$ cat config.mk
export PLATFORM = sky130hd
export DESIGN_NAME = dino_motion_ctrl
export DESIGN_NICKNAME = d
export VERILOG_FILES = /design/src/rtl/dino_motion_ctrl.sv
export SDC_FILE = /design/constraint.sdc
export NUM_CORES = 1
export LEC_CHECK = 0
export BUFFER_PORTS_ARGS = -buffer_cell sky130_fd_sc_hd__buf_2
export CELL_PAD_IN_SITES_DETAIL_PLACEMENT = 0
export CELL_PAD_IN_SITES_GLOBAL_PLACEMENT = 1
export CORE_ASPECT_RATIO = 0.6
export CORE_UTILIZATION = 41
export DETAILED_ROUTE_END_ITERATION = 10
export PLACE_DENSITY = 0.95
export SETUP_SLACK_MARGIN = 0.15
export SLEW_MARGIN = 15
export SYNTH_ARGS = -nofsm -noshare
export SYNTH_HDL_FRONTEND = slang
export SYNTH_SLANG_ARGS = --single-unit
$ cat constraint.sdc
create_clock -name clk -period 7.4 [get_ports clk]
set_input_delay 1.85 -clock clk [delete_from_list [all_inputs] [get_ports clk]]
set_output_delay 1.85 -clock clk [all_outputs]
set_load 0.05 [all_outputs]
$ cat src/rtl/dino_motion_ctrl.sv
// Dino sprite motion controller: turns up/down buttons into a per-frame sprite position
// with a run/jump/duck state machine. Optional macro: DINO_DOUBLE_JUMP_EN (one mid-air re-jump).
module dino_motion_ctrl (
  input  logic        clk,
  input  logic        reset,
  input  logic        frame_tick,
  input  logic        up,
  input  logic        down,
  input  logic        hold,
  output logic [31:0] dino_x,
  output logic [31:0] dino_y,
  output logic        airborne,
  output logic        ducking
);

  localparam int unsigned GROUND   = 335;
  localparam int unsigned SPRITE_H = 60;
  localparam int unsigned REST_Y   = GROUND - SPRITE_H;
  localparam int unsigned X_POS    = 30;
  localparam int unsigned JUMP_V   = 14;
  localparam int unsigned GRAVITY  = 1;
  localparam int unsigned VEL_MAX  = 63;

  localparam logic        [9:0]  REST_Y_U  = 10'(REST_Y);
  localparam logic signed [10:0] REST_Y_S  = 11'(REST_Y);
  localparam logic signed [10:0] VEL_MAX_S = 11'(VEL_MAX);
  localparam logic signed [7:0]  VEL_JUMP  = 8'(-int'(JUMP_V));

  typedef enum logic [1:0] {
    ST_RUN  = 2'b00,
    ST_AIR  = 2'b01,
    ST_DUCK = 2'b10
  } state_t;

  state_t             state, state_next;
  logic        [9:0]  y, y_next;
  logic signed [7:0]  vel, vel_next;
  logic               jump_pending, pending_next;
  logic               up_meta, up_sync, down_meta, down_sync;
  logic               tick_prev, tick;
  logic signed [10:0] y_ext, vel_ext, g, y_sum, vel_sum;
`ifdef DINO_DOUBLE_JUMP_EN
  logic               dj_used, dj_next;
`endif

  assign tick   = frame_tick & ~tick_prev;
  assign dino_x = 32'(X_POS);
  assign dino_y = 32'(y);

  // Next-state and kinematics; only tick cycles without hold move the sprite.
  always_comb begin
    state_next   = state;
    y_next       = y;
    vel_next     = vel;
    pending_next = jump_pending;
`ifdef DINO_DOUBLE_JUMP_EN
    dj_next      = dj_used;
`endif
    y_ext   = signed'(11'(y));
    vel_ext = 11'(vel);
    g       = down_sync ? 11'(2 * GRAVITY) : 11'(GRAVITY);
    y_sum   = y_ext + vel_ext;
    vel_sum = vel_ext + g;

    if (hold || tick) begin
      pending_next = 1'b0;
    end else if (up_sync) begin
      pending_next = 1'b1;
    end

    if (tick && !hold) begin
      unique case (state)
        ST_RUN: begin
          if (jump_pending) begin
            state_next = ST_AIR;
            vel_next   = VEL_JUMP;
          end else if (down_sync) begin
            state_next = ST_DUCK;
          end
        end
        ST_DUCK: begin
          y_next = REST_Y_U;
          if (jump_pending) begin
            state_next = ST_AIR;
            vel_next   = VEL_JUMP;
          end else if (!down_sync) begin
            state_next = ST_RUN;
          end
        end
        ST_AIR: begin
`ifdef DINO_DOUBLE_JUMP_EN
          if (jump_pending && !dj_used) begin
            vel_next = VEL_JUMP;
            dj_next  = 1'b1;
          end else
`endif
          if (vel > 8'sd0 && y_sum >= REST_Y_S) begin
            y_next     = REST_Y_U;
            vel_next   = 8'sd0;
            state_next = ST_RUN;
`ifdef DINO_DOUBLE_JUMP_EN
            dj_next    = 1'b0;
`endif
          end else if (y_sum < 11'sd0) begin
            y_next   = 10'd0;
            vel_next = 8'sd0;
          end else begin
            y_next   = 10'(y_sum);
            vel_next = (vel_sum > VEL_MAX_S) ? 8'(VEL_MAX) : 8'(vel_sum);
          end
        end
        default: state_next = ST_RUN;
      endcase
    end
  end

  // State, datapath, synchronizers and registered status flags.
  always_ff @(posedge clk or posedge reset) begin
    if (reset) begin
      state        <= ST_RUN;
      y            <= REST_Y_U;
      vel          <= 8'sd0;
      jump_pending <= 1'b0;
      up_meta      <= 1'b0;
      up_sync      <= 1'b0;
      down_meta    <= 1'b0;
      down_sync    <= 1'b0;
      tick_prev    <= 1'b0;
      airborne     <= 1'b0;
      ducking      <= 1'b0;
`ifdef DINO_DOUBLE_JUMP_EN
      dj_used      <= 1'b0;
`endif
    end else begin
      state        <= state_next;
      y            <= y_next;
      vel          <= vel_next;
      jump_pending <= pending_next;
      up_meta      <= up;
      up_sync      <= up_meta;
      down_meta    <= down;
      down_sync    <= down_meta;
      tick_prev    <= frame_tick;
      airborne     <= (state_next == ST_AIR);
      ducking      <= (state_next == ST_DUCK);
`ifdef DINO_DOUBLE_JUMP_EN
      dj_used      <= dj_next;
`endif
    end
  end

endmodule

# == After elaboration in Yosys (flattened, before gate mapping) ==
# Index checks and enable logic that the tools add are counted.
# totals
inputBits,6
elab_cells,53
output_inout_bits,66
reg_bits,28
# op_classes
n_reduce_logical,11
add_sub_neg,2
n_eq_ne,5
bitwise,2
n_lt_le_gt_ge,4
n_mux,18
# op_table
op,n
8-bit two-way mux,4
10-bit two-way mux,2
10-bit case mux with 2 select lines,1
8-bit case mux with 2 select lines,1
2-bit two-way mux,7
11-bit by 8-bit adder with 11-bit output,1
"11-bit by 10-bit greater-or-equal comparator with 1-bit output, second input constant",1
"11-bit by 1-bit less-than comparator with 1-bit output, second input constant",1
8-bit by 3-bit adder with 9-bit output,1
"9-bit by 7-bit > comparator with 1-bit output, second input constant",1
"8-bit by 1-bit > comparator with 1-bit output, second input constant",1
2-bit case mux with 3 select lines,1
2-bit nonzero test,3
"2-bit by 1-bit equality test with 1-bit output, second input constant",2
"2-bit equality test, second input constant",2
3-bit AND reduction,1
1-bit logical AND,2
2-bit zero test,1
1-bit two-way mux,2
"2-bit by 1-bit inequality test with 1-bit output, second input constant",1
2-bit AND reduction,1
2-bit OR reduction,1
1-bit AND,1
1-bit zero test,1
other kinds (2),2

# == Longest topological paths before layout ==
# Gate-level depths: netlist of run 1.
# logic_depth
ltp_word,7
mapped_depth,12
ltp_nobuf,11

# == Least setup slack after synthesis of run 1 ==
# Ideal clock, no wire load.
# synth_path
path_kind,input -> register
from,in frame_tick
to,reg vel[1]
path_buffers,0
slack_ns,4.342
t_required_ns,7.239
cell_stages,5
t_arrival_ns,2.896
path_cell_list,inv_1 > or3_1 > nor2_1 > and3_2 > a221oi_1
# synth_between
elab_chain_cells,3
# synth_rtl
element,line_no,source
from (decl),6,"input logic frame_tick,"
1-bit AND,46,assign tick = frame_tick & ~tick_prev;
1-bit logical AND,71,if (tick && !hold) begin
3-bit AND reduction (no source line),--,
to (signal assigned),137,vel <= vel_next;
to (decl),37,"logic signed [7:0] vel, vel_next;"
# Every way passes these cells.
# A chain may end at the register's enable or synchronous reset.

# == Worst setup path after layout of run 1 ==
# layout_path
from,reg y[0]
to,reg vel[2]
# layout_between
elab_chain_cells,5
# layout_rtl
element,line_no,source
from (decl),36,"logic [9:0] y, y_next;"
from (signal assigned),136,y <= y_next;
11-bit by 8-bit adder with 11-bit output *,62,y_sum = y_ext + vel_ext;
11-bit by 1-bit less-than comparator with 1-bit output or 11-bit by 10-bit greater-or-equal comparator with 1-bit output (tied branches),"104, 97",
8-bit two-way mux or 1-bit logical AND (tied branches),"104, 97",
8-bit two-way mux *,97,if (vel > 8'sd0 && y_sum >= REST_Y_S) begin
8-bit case mux with 2 select lines *,72,unique case (state)
# Mark *: on every way between the ends. The rest lies on a longest branch, timed or not.

==> results of run 1 <==
## per-layer routing
layer / global-route usage / part of all wire / vias to the layer above
met5: 0 / 0 / -
met4: 0.0189 / 0 / 0
met3: 0.0518 / 0.10 / 0
met2: 0.221 / 0.39 / 73
met1: 0.258 / 0.51 / 784
li1: - / - / 844
## cell usage in the layout (no fill, tap or decap), drive strengths merged, types with 5 or more instances in the layout
master   n
nand2   17
a21oi   16
nand3    5
nor2    16
o21ai   12
dfrtp   24
buf     17
nand2b   5
inv     12
o31ai   10
ha      16
conb    54
## per-stage QoR
| step | utilization | setup slack [ps] | instances | area [µm²] | hold slack [ps] |
|---|---|---|---|---|---|
| 6_report | 0.443 | 4020 | 350 | 2340 | 355 |
| 5_1_grt | 0.443 | 3810 | 350 | 2340 | 366 |
| 4_1_cts | 0.443 | 4050 | 350 | 2340 | 356 |
| 3_5_place_dp | 0.434 | 3960 | 346 | 2290 | 335 |
| 3_3_place_gp | 0.434 | 3950 | 346 | 2290 | 333 |
| 2_1_floorplan | - | 4340 | 311 | 2550 | 331 |
## flip-flops by register name, summed over array words and instances (netlist names)
name,flops
jump_pending,1
state,2
up_meta,1
tick_prev,1
down_meta,1
down_sync,1
y,10
up_sync,1
vel,8
airborne,1
ducking,1
## how the worst min path moves through the flow
stage          cells past startpoint   endpoint       from
2_1_floorplan                      0  down_sync  down_meta
3_3_place_gp                       0    up_sync    up_meta
3_5_place_dp                       0  down_sync  down_meta
4_1_cts                            0  down_sync  down_meta
5_1_grt                            0  down_sync  down_meta
6_report                           0  down_sync  down_meta
## area by class of cell
cell class              instances  area (µm²)  area share
clock buffers                   4        45.0      0.0193
inverters                      12        45.0      0.0193
multi-input cells             212        1360       0.582
flip-flops and latches         28         706       0.302
well taps                      77        96.3      0.0412
repair buffers                 17        85.1      0.0364
## cell families (layout without fill, tap and decap cells)
logic type / Yosys count / after routing / synth area share
simple gates: 64 / 64 / 0.135
buf+inv: 71 / 33 / 0.205
compound gates: 68 / 68 / 0.225
fa+ha+maj: 18 / 18 / 0.102
other cells: 2 / 54 / 0.00319
mux: 1 / 1 / 0.00478
flops: 28 / 28 / 0.300
xor+xnor: 7 / 7 / 0.0261
## power breakdown
part / switching, µW / internal (µW)
Combinational: 531 / 302
Clock: 49.0 / 38.7
Sequential: 78.6 / 211
Total: 659 / 551
## critical path, delay by kind of cell (launching register included)
family / cells / cell delay (ps)
compound gates: 5 / 1220
simple gates: 2 / 720
fa+ha+maj: 2 / 580
flops: 1 / 560
xor+xnor: 1 / 100
buf+inv: 1 / 60
==> metrics.md, run 1 <==
| Metric | Value |
|---|---|
| Tightest Hold Check Type | register to register |
| Ys async rst share | 1.00 |
| Clock network latency to the later pin of the worst-skew pair | 280 ps |
| Unrepaired setup endpoints after global routing | no |
| Arrival time at the worst endpoint | 3520 ps |
| Time the final worst path needs with I/O delays and setup | 3380 ps |
| Effective utilization at floorplan | 0.446 |
| Number of hold buffers added after cts | 0 |
| Total congestion overflow | 0 |
| Final-report setup violation count | 0 |
| Cell Pwr Density | 517 nW/µm² |
| Critical R2R Launch | y[0] |
| Worst-margin pin slew | 893 ps |
| TritonCTS clock tree | done |
| Data required time at the worst endpoint | 7540 ps |
| Number of unique standard cell types used by synthesis | 54 |
| Die outline area | 6060 µm² |
| Startpoint class of the critical path | register |
| Number of iterations in the first detailed-routing pass | 5 |
| Commonest cells in the netlist | sky130_fd_sc_hd__buf_4 (55), sky130_fd_sc_hd__dfrtp_1 (24), sky130_fd_sc_hd__nand2_1 (17) |
| Area of the core | 5280 µm² |
| Number of nets in the layout | 298 |
| Synth Area per Inst | 9.09 µm² |
| Cell-by-cell trace of the critical path | ha_1 > inv_1 > fa_1 > nand2b_1 > a21oi_1 > o22a_2 > xnor2_1 > a41o_2 > a311oi_1 > nand2b_1 > a21oi_1 |
| Count of flip-flops with a built-in enable after synthesis | 0 |
| Clock buffer count from CTS | 3 |
| Status | complete, no violations |
| Via density per instance | 4.86 |
| Slowest library cell on the worst path | sky130_fd_sc_hd__dfstp_2 |
| Register bit total from synthesis | 28 |
| Share of cells above drive strength 1 | 0.147 |
| Root cell of the clock tree | sky130_fd_sc_hd__clkbuf_8 |
| First-iteration detailed-routing DRC count | 141 |
| Largest net degree at the start of global routing | 29 |
| Timing endpoint of the critical path | vel[2] |
| Final Skew | 8.12 ps |
| Launch point of the critical path | y[0] |
| Portion of synthesized cell area occupied by the leading cell type | 0.255 |
| Vertical extent of the die | 60.7 µm |
| Number of pins with negative max-slew slack in the final report | 0 |
| Cell count of the worst reg-to-reg path | 11 |
| Dominant cell by count in the synthesized netlist | sky130_fd_sc_hd__buf_4 |
| Antenna Nets Post-Route | 0 |
| Crit Reg-Reg Endpoint | vel[2] |
| Total I/O pin count | 72 |
| First-pass GRT wire length | 7480 µm |
| Flop-to-flop setup slack | 4020 ps |
| Maximum ir drop on the vdd rail | 0.293 mV |
| Post-synthesis to final-layout area growth | -0.638% |
| Final GP Congestion | 0.886 |
| Number of fill cells | 526 |
| Synth area leader | sky130_fd_sc_hd__dfrtp_1 |
| Critical path endpoint category | register |
| Design Power | 1210 µW |
| Post-DR wirelength/cell | 13.3 µm |
| Reg clk slew, reported paths | 90 ps |
| Number of max-cap violations | 0 |
| Final TNS setup | 0 ps |
| Achievable clock frequency | 296 MHz |
| Post-Synthesis Cells | 259 |
| Number of setup buffers added after CTS | 0 |
| Highest net fanout along the worst path | 9 |
| Part of the Yosys area used for sequential elements | 0.300 |
| Max-slew headroom | 0.405 |
| Final period utilization | 0.457 |
| Max stage delay on crit path | 560 ps |
| H-tree Lvls | 1 |
| # rows | 20 |
| Via count | 1,701 |
| Sinks on Clock Net | 28 |
| Startpoint-to-endpoint class of the critical path | register to register |
| Mapped Area | 2350 µm² |
| Post-route DRC violation count | 0 |
| Die X-Extent | 99.8 µm |
| Total Routed Length | 4670 µm |
| Total global-route track usage | 0.164 |
| Count of instances resized after the clock tree is built | 0 |
| Yosys synthesis warning count | 0 |
| Via count of the first global-routing pass | 1,459 |
| Flip-flop cell with the highest count after synthesis | sky130_fd_sc_hd__dfrtp_1 |
| Leakage power summed over all cells | 0.00111 µW |
| Number of antenna violations at the first check in global routing | 0 |
| Final hold violations | 0 |
| Maximum buffer depth of the clock tree | 2 |
| Buffers added on ports | 17 |
| Synth top area cells | sky130_fd_sc_hd__dfrtp_1 (26%), sky130_fd_sc_hd__buf_4 (18%), sky130_fd_sc_hd__ha_1 (8.5%) |
| ANT cells | 0 |
| Placed wire-length estimate after detailed placement | 3680 µm |
Power figures use the tool's default switching activity.
==> run 2: changes to the inputs <==
Settings changed: CORE_UTILIZATION 41 to 38, PLACE_DENSITY 0.95 to 0.92.
Clock period 7.4 ns to 3.2 ns, I/O delays scaled along.
==> run 2 against run 1 <==
Against the previous run: final area up 5.9%; critical path depth increased by 1; hold slack improved by 5.3 ps; critical path type unchanged; register-to-register slack got worse by 3800 ps; core utilization fell by 1.5 points; flip-flop and latch count is the same; via count is 3.7% higher; largest cell class unchanged; clock-buffer cell count fell by 1; non-clock buffer count grew 6.
==> metrics.md, run 2 (synthesis results as in run 1) <==
| Metric | Value |
|---|---|
| Status | complete, no violations |
| First-pass GRT wire length | 7400 µm (-1.0%) |
| Total global-route track usage | 0.145 (-0.0191) |
| Maximum buffer depth of the clock tree | 2 (unchanged) |
| Post-synthesis to final-layout area growth | 5.21% |
| ANT cells | 0 (unchanged) |
| Number of flip-flops under the largest register name | 10 (unchanged) |
| Slowest library cell on the worst path | sky130_fd_sc_hd__dfstp_2 |
| Final TNS setup | 0 ps (unchanged) |
| Worst-margin pin slew | 1010 ps (+120 ps) |
| Final-report setup violation count | 0 (unchanged) |
| Utilization after layout | 0.428 (-0.0145) |
| Leading registers by flop count | y: 10 flops, vel: 8 flops, state: 2 flops |
| Cell Pwr Density | 1260 nW/µm² (+140%) |
| Leakage power summed over all cells | 0.00117 µW (+5.5%) |
| Final hold violations | 0 (unchanged) |
| Number of antenna violations at the first check in global routing | 0 (unchanged) |
| Clock buffer count from CTS | 3 (unchanged) |
| Buffers added on ports | 17 (unchanged) |
| Total Routed Length | 4910 µm (+5.2%) |
| Achievable clock frequency | 340 MHz (+15%) |
| Maximum ir drop on the vdd rail | 0.497 mV (+70%) |
| Most frequent standard cell in the layout excluding fill and tap cells | sky130_fd_sc_hd__conb_1 |
| Number of hold buffers added after cts | 0 (unchanged) |
| Root cell of the clock tree | sky130_fd_sc_hd__clkbuf_8 |
| Antenna Nets Post-Route | 0 (unchanged) |
| Tightest Hold Check Type | register to register |
| Die outline area | 6520 µm² (+7.7%) |
| Worst Min Path Start | down_meta |
| Max stage delay on crit path | 560 ps (about the same) |
| First-iteration detailed-routing DRC count | 134 (-5.0%) |
| Highest-count cells in the layout ignoring fill and taps | sky130_fd_sc_hd__conb_1 (54), sky130_fd_sc_hd__dfrtp_1 (23), sky130_fd_sc_hd__nand2_1 (17), sky130_fd_sc_hd__buf_2 (17) |
| Via density per instance | 4.91 (+1.1%) |
| Data required time at the worst endpoint | 3340 ps (-4200 ps) |
| Effective utilization at floorplan | 0.407 (-0.0386) |
| Number of pins with negative max-slew slack in the final report | 0 (unchanged) |
| TritonCTS clock tree | done |
| Post-route DRC violation count | 0 (unchanged) |
| Arrival time at the worst endpoint | 3080 ps (-440 ps) |
| Total I/O pin count | 72 (unchanged) |
| Placed wire-length estimate after detailed placement | 3760 µm (+2.1%) |
| Number of nets in the layout | 304 (+2.0%) |
| Post-DR wirelength/cell | 13.7 µm (+2.6%) |
| Startpoint-to-endpoint class of the critical path | register to register |
| Clock network latency to the later pin of the worst-skew pair | 290 ps (about the same) |
| Share of cells above drive strength 1 | 0.194 (+0.0470) |
| Cell-by-cell trace of the critical path | ha_1 > inv_1 > fa_2 > nand2b_4 > a21oi_2 > xnor2_1 > a31o_2 > a41o_2 > a311oi_2 > nand2b_4 > buf_6 > o31ai_1 |
| Unrepaired setup endpoints after global routing | no |
| Die X-Extent | 104 µm (+3.8%) |
| Final period utilization | 0.918 (+0.461) |
| Launch point of the critical path | y[0] |
| Largest net degree at the start of global routing | 27 (-6.9%) |
| Via count of the first global-routing pass | 1,359 (-6.9%) |
| Number of max-cap violations | 0 (unchanged) |
| Final Skew | 15.3 ps (+7.15 ps) |
| Most repeated library cell on the critical path | sky130_fd_sc_hd__nand2b_4 |
| Number of iterations in the first detailed-routing pass | 4 (-1) |
| Reg clk slew, reported paths | 110 ps (+20 ps) |
| Startpoint class of the critical path | register |
| Final GP Congestion | 0.973 (+9.8%) |
| Sinks on Clock Net | 28 (unchanged) |
| Critical path endpoint category | register |
| Time the final worst path needs with I/O delays and setup | 2940 ps (-443 ps) |
| Highest net fanout along the worst path | 5 (-4) |
| Most flop-heavy register | y |
| # rows | 21 (+5.0%) |
| Max-slew headroom | 0.324 (-0.0808) |
| Via count | 1,764 (+3.7%) |
| Vertical extent of the die | 63.0 µm (+3.7%) |
| Area of the core | 5780 µm² (+9.5%) |
| Number of fill cells | 581 (+10%) |
| Critical R2R Launch | y[0] |
| Total congestion overflow | 0 (unchanged) |
| H-tree Lvls | 1 (unchanged) |
[run 2: critical path, delay by kind of cell (launching register included)]
kind | cells | cell delay, ps
AND/OR/NAND/NOR | 2 | 370
AO/OA/AOI/OAI | 5 | 1020
adder cells (fa/ha/maj) | 2 | 530
flip-flops | 1 | 560
XOR/XNOR | 1 | 120
buffers and inverters | 2 | 190
[run 2: stage by stage]
step	cell area [µm²]	instances	setup WS, ps	total power, µW	hold slack (ps)
global route	2480	359	128	3340	367
global placement	2330	353	187	2570	332
floorplan	2550	311	232	2260	331
CTS	2410	358	166	2920	362
detailed placement	2330	353	58.2	2590	337
finish	2480	359	262	3120	360
[run 2: power by group]
| part | switching (µW) | internal, µW | leakage, µW |
|---|---|---|---|
| Clock | 117 | 168 | 0.0000357 |
| Combinational | 1340 | 824 | 0.000792 |
| Sequential | 185 | 488 | 0.000339 |
[run 2: per-layer routing]
layer,global-route usage,part of all wire
met3,0.0355,0.10
met5,0,0
met2,0.182,0.38
met1,0.244,0.51
met4,0.0109,0.0071
[run 2: worst paths after layout]
kind,end,slack (ps),depth (start not counted)
worst min-delay path,down_sync,360,0
worst min register to register,down_sync,360,0
worst max register to register,y[9],260,12
min in group asynchronous,down_meta,730,2
worst max-delay path,y[9],260,12
max in group asynchronous,y[4],1740,3
[run 2: cell type report]
type                       count  area [µm²]  area share
multi-input combinational    212        1420       0.572
sequential                    28         707       0.285
timing repair buffer          23         138      0.0556
tap                           80         100      0.0404
inverter                      12        45.0      0.0182
clock buffer                   3        41.3      0.0167
clock inverter                 1        30.0      0.0121
[run 2: timing repair]
| item | in CTS | in global routing |
|---|---|---|
| setup endpoints to repair | 15 | 19 |
| gates cloned | 0 | 1 |
| pin swaps | 1 | 3 |
| gates resized for setup | 2 | 12 |
| setup buffers | 1 | 0 |
==> run 3: changes to the inputs <==
Settings changed: CORE_UTILIZATION 38 to 35, PLACE_DENSITY 0.92 to 0.89.
Clock period 3.2 ns to 2.57 ns, I/O delays scaled along.
==> run 3 against run 2 <==
Against the previous run: the flow now finishes with violations (negative setup slack); core utilization rose by 4.0 points; wire length increased by 18%; first-iteration DRC count shrank 13%; sequential share of layout area decreased by 4.5 points; final area rose by 19%; clock skew decreased by 5.9 ps; setup slack worse by 610 ps; non-clock buffer count is 45 higher; critical path type unchanged; critical endpoint unchanged; largest cell class unchanged.
==> metrics.md, run 3 (synthesis results as in run 1) <==
| Metric | Value |
|---|---|
| Number of pins with negative max-slew slack in the final report | 0 (unchanged) |
| Root cell of the clock tree | sky130_fd_sc_hd__clkbuf_8 |
| Status | complete, but fails checks |
| Number of iterations in the first detailed-routing pass | 4 (unchanged) |
| Launch point of the critical path | y[0] |
| Worst-margin pin slew | 603 ps (-410 ps) |
| Reg clk slew, reported paths | 110 ps (about the same) |
| Worst Slack Setup Final | -346 ps (-607 ps) |
| Total congestion overflow | 0 (unchanged) |
| Antenna Nets Post-Route | 0 (unchanged) |
| First-pass GRT wire length | 8810 µm (+19%) |
| Number of nets in the layout | 349 (+15%) |
| Vertical extent of the die | 65.5 µm (+4.1%) |
| Cell count of the worst reg-to-reg path | 13 (+1) |
| Via density per instance | 4.79 (-2.4%) |
| # rows | 22 (+4.8%) |
| Total I/O pin count | 72 (unchanged) |
| Via count | 1,956 (+11%) |
| Hold depth | 0 (unchanged) |
| ANT cells | 0 (unchanged) |
| Final GP Congestion | 0.841 (-14%) |
| Tightest Hold Check Type | register to register |
| Final Skew | 9.35 ps (-5.93 ps) |
| Time the final worst path needs with I/O delays and setup | 2920 ps (-22.9 ps) |
| Arrival time at the worst endpoint | 3060 ps (-20 ps) |
| Maximum buffer depth of the clock tree | 2 (unchanged) |
| Achievable clock frequency | 343 MHz (+0.78%) |
| Number of max-cap violations | 0 (unchanged) |
| Number of antenna violations at the first check in global routing | 0 (unchanged) |
| Via count of the first global-routing pass | 1,704 (+25%) |
| Worst hold slack after final layout | 363 ps (+2.16 ps) |
| Most flop-heavy register | y |
| WP buf/inv | 3 (+1) |
| Cell class contributing the biggest share of worst-path delay | compound AO/OA/AOI/OAI gates |
| Number of flip-flops under the largest register name | 10 (unchanged) |
| Placed wire-length estimate after detailed placement | 4390 µm (+17%) |
| Final-report setup violation count | 20 (+20) |
| Flop-to-flop setup slack | -350 ps (-610 ps) |
| Data required time at the worst endpoint | 2720 ps (-620 ps) |
| Total Routed Length | 5820 µm (+18%) |
| TritonCTS clock tree | done |
| Startpoint-to-endpoint class of the critical path | register to register |
| Critical path endpoint category | register |
| Startpoint class of the critical path | register |
| Clock network latency to the later pin of the worst-skew pair | 290 ps (about the same) |
| Max stage delay on crit path | 640 ps (+80 ps) |
| Effective utilization at floorplan | 0.373 (-0.0338) |
| Share of cells above drive strength 1 | 0.349 (+0.155) |
| Most frequent standard cell in the layout excluding fill and tap cells | sky130_fd_sc_hd__conb_1 |
| Leading registers by flop count | y: 10 flops, vel: 8 flops, state: 2 flops |
| Die outline area | 7070 µm² (+8.4%) |
| Number of fill cells | 619 (+6.5%) |
| Max-slew headroom | 0.597 (+0.273) |
| Cell-by-cell trace of the critical path | ha_4 > inv_2 > fa_2 > nand2b_4 > a21oi_4 > o22a_2 > buf_6 > o41ai_4 > and2_1 > a311oi_2 > nand2b_4 > buf_6 > o31ai_1 |
| Final period utilization | 1.13 (+0.216) |
| Critical R2R Launch | y[0] |
| Final hold violations | 0 (unchanged) |
| Sinks on Clock Net | 28 (unchanged) |
| First-iteration detailed-routing DRC count | 117 (-13%) |
| Post-DR wirelength/cell | 14.3 µm (+4.2%) |
| Worst Min Path Start | up_meta |
| Area of the core | 6300 µm² (+9.0%) |
| Endpoint, Worst Hold | up_sync |
| Highest net fanout along the worst path | 3 (-2) |
| Number of hold buffers added after cts | 0 (unchanged) |
| Crit Reg-Reg Endpoint | y[9] |
| Slowest library cell on the worst path | sky130_fd_sc_hd__dfstp_4 |
| Highest-count cells in the layout ignoring fill and taps | sky130_fd_sc_hd__conb_1 (54), sky130_fd_sc_hd__buf_4 (46), sky130_fd_sc_hd__dfrtp_1 (24) |
| Number of standard cells in the final layout excluding fillers | 408 (+14%) |
| H-tree Lvls | 1 (unchanged) |
| Buffers added on ports | 17 (unchanged) |
| Post-route DRC violation count | 0 (unchanged) |
| Unrepaired setup endpoints after global routing | yes |
| Largest net degree at the start of global routing | 29 (+7.4%) |
| Violations in the final reports | negative setup slack |
| Total global-route track usage | 0.162 (+0.0172) |
| Clock buffer count from CTS | 3 (unchanged) |
| Die X-Extent | 108 µm (+4.1%) |
| Inst Count DP | 398 (+13%) |
| Post-synthesis to final-layout area growth | 25.4% |
-- run 3: changes by cell type in the layout (fill, tap and decap cells not counted), moves of 2 or more --
cell / previous run / this run
sky130_fd_sc_hd__ha_4: 0 / 2
sky130_fd_sc_hd__xnor2_1: 4 / 2
sky130_fd_sc_hd__buf_4: 4 / 46
sky130_fd_sc_hd__ha_1: 16 / 14
sky130_fd_sc_hd__a21oi_1: 14 / 11
sky130_fd_sc_hd__o31ai_1: 5 / 3
sky130_fd_sc_hd__buf_6: 2 / 5
sky130_fd_sc_hd__xnor2_2: 0 / 2
sky130_fd_sc_hd__a21oi_2: 1 / 3
-- run 3: cell type report --
cell class,count,area (µm²),area share
Clock buffer,3,41.3,0.0140
Clock inverter,1,30.0,0.0102
Inverter,12,45.0,0.0153
Multi-Input combinational cell,212,1530,0.520
Sequential cell,28,709,0.240
Tap cell,84,105,0.0356
Timing Repair Buffer,68,487,0.165
-- run 3: metal layers --
layer  up-vias  part of all wire  global-route usage
li1        937                 -                   -
met1       952              0.49               0.248
met2        61              0.45               0.236
met3         6             0.050              0.0298
met4         0            0.0098              0.0257
met5         -                 0                   0
-- run 3: worst max path at each step --
stage / cells after the start / end / slack [ps]
after global placement: 12 / y[2] / -300
after floorplan: 12 / vel[3] / -230
after global routing: 12 / y[9] / -410
after detailed placement: 12 / y[5] / -450
final: 13 / y[9] / -350
after CTS: 13 / y[5] / -270
-- run 3: timing repair --
action / 4_1_cts / 5_1_grt
endpoints found under the setup margin: 22 / 22
buffers inserted: 5 / 1
pin swaps: 11 / 8
gates resized for setup: 12 / 14
-- run 3: per-stage QoR --
stage	util	area (µm²)	setup WS [ps]	setup TNS [ps]
floorplan	-	2610	-228	-3510
global placement	0.429	2700	-299	-4830
detailed placement	0.429	2700	-450	-7160
CTS	0.455	2870	-269	-4480
global route	0.468	2950	-406	-6750
finish	0.468	2950	-346	-5520
Power of run 3 is left out: the tool's default activity adds up to more than one toggle a clock period on the data nets, which glitch-free logic cannot reach.
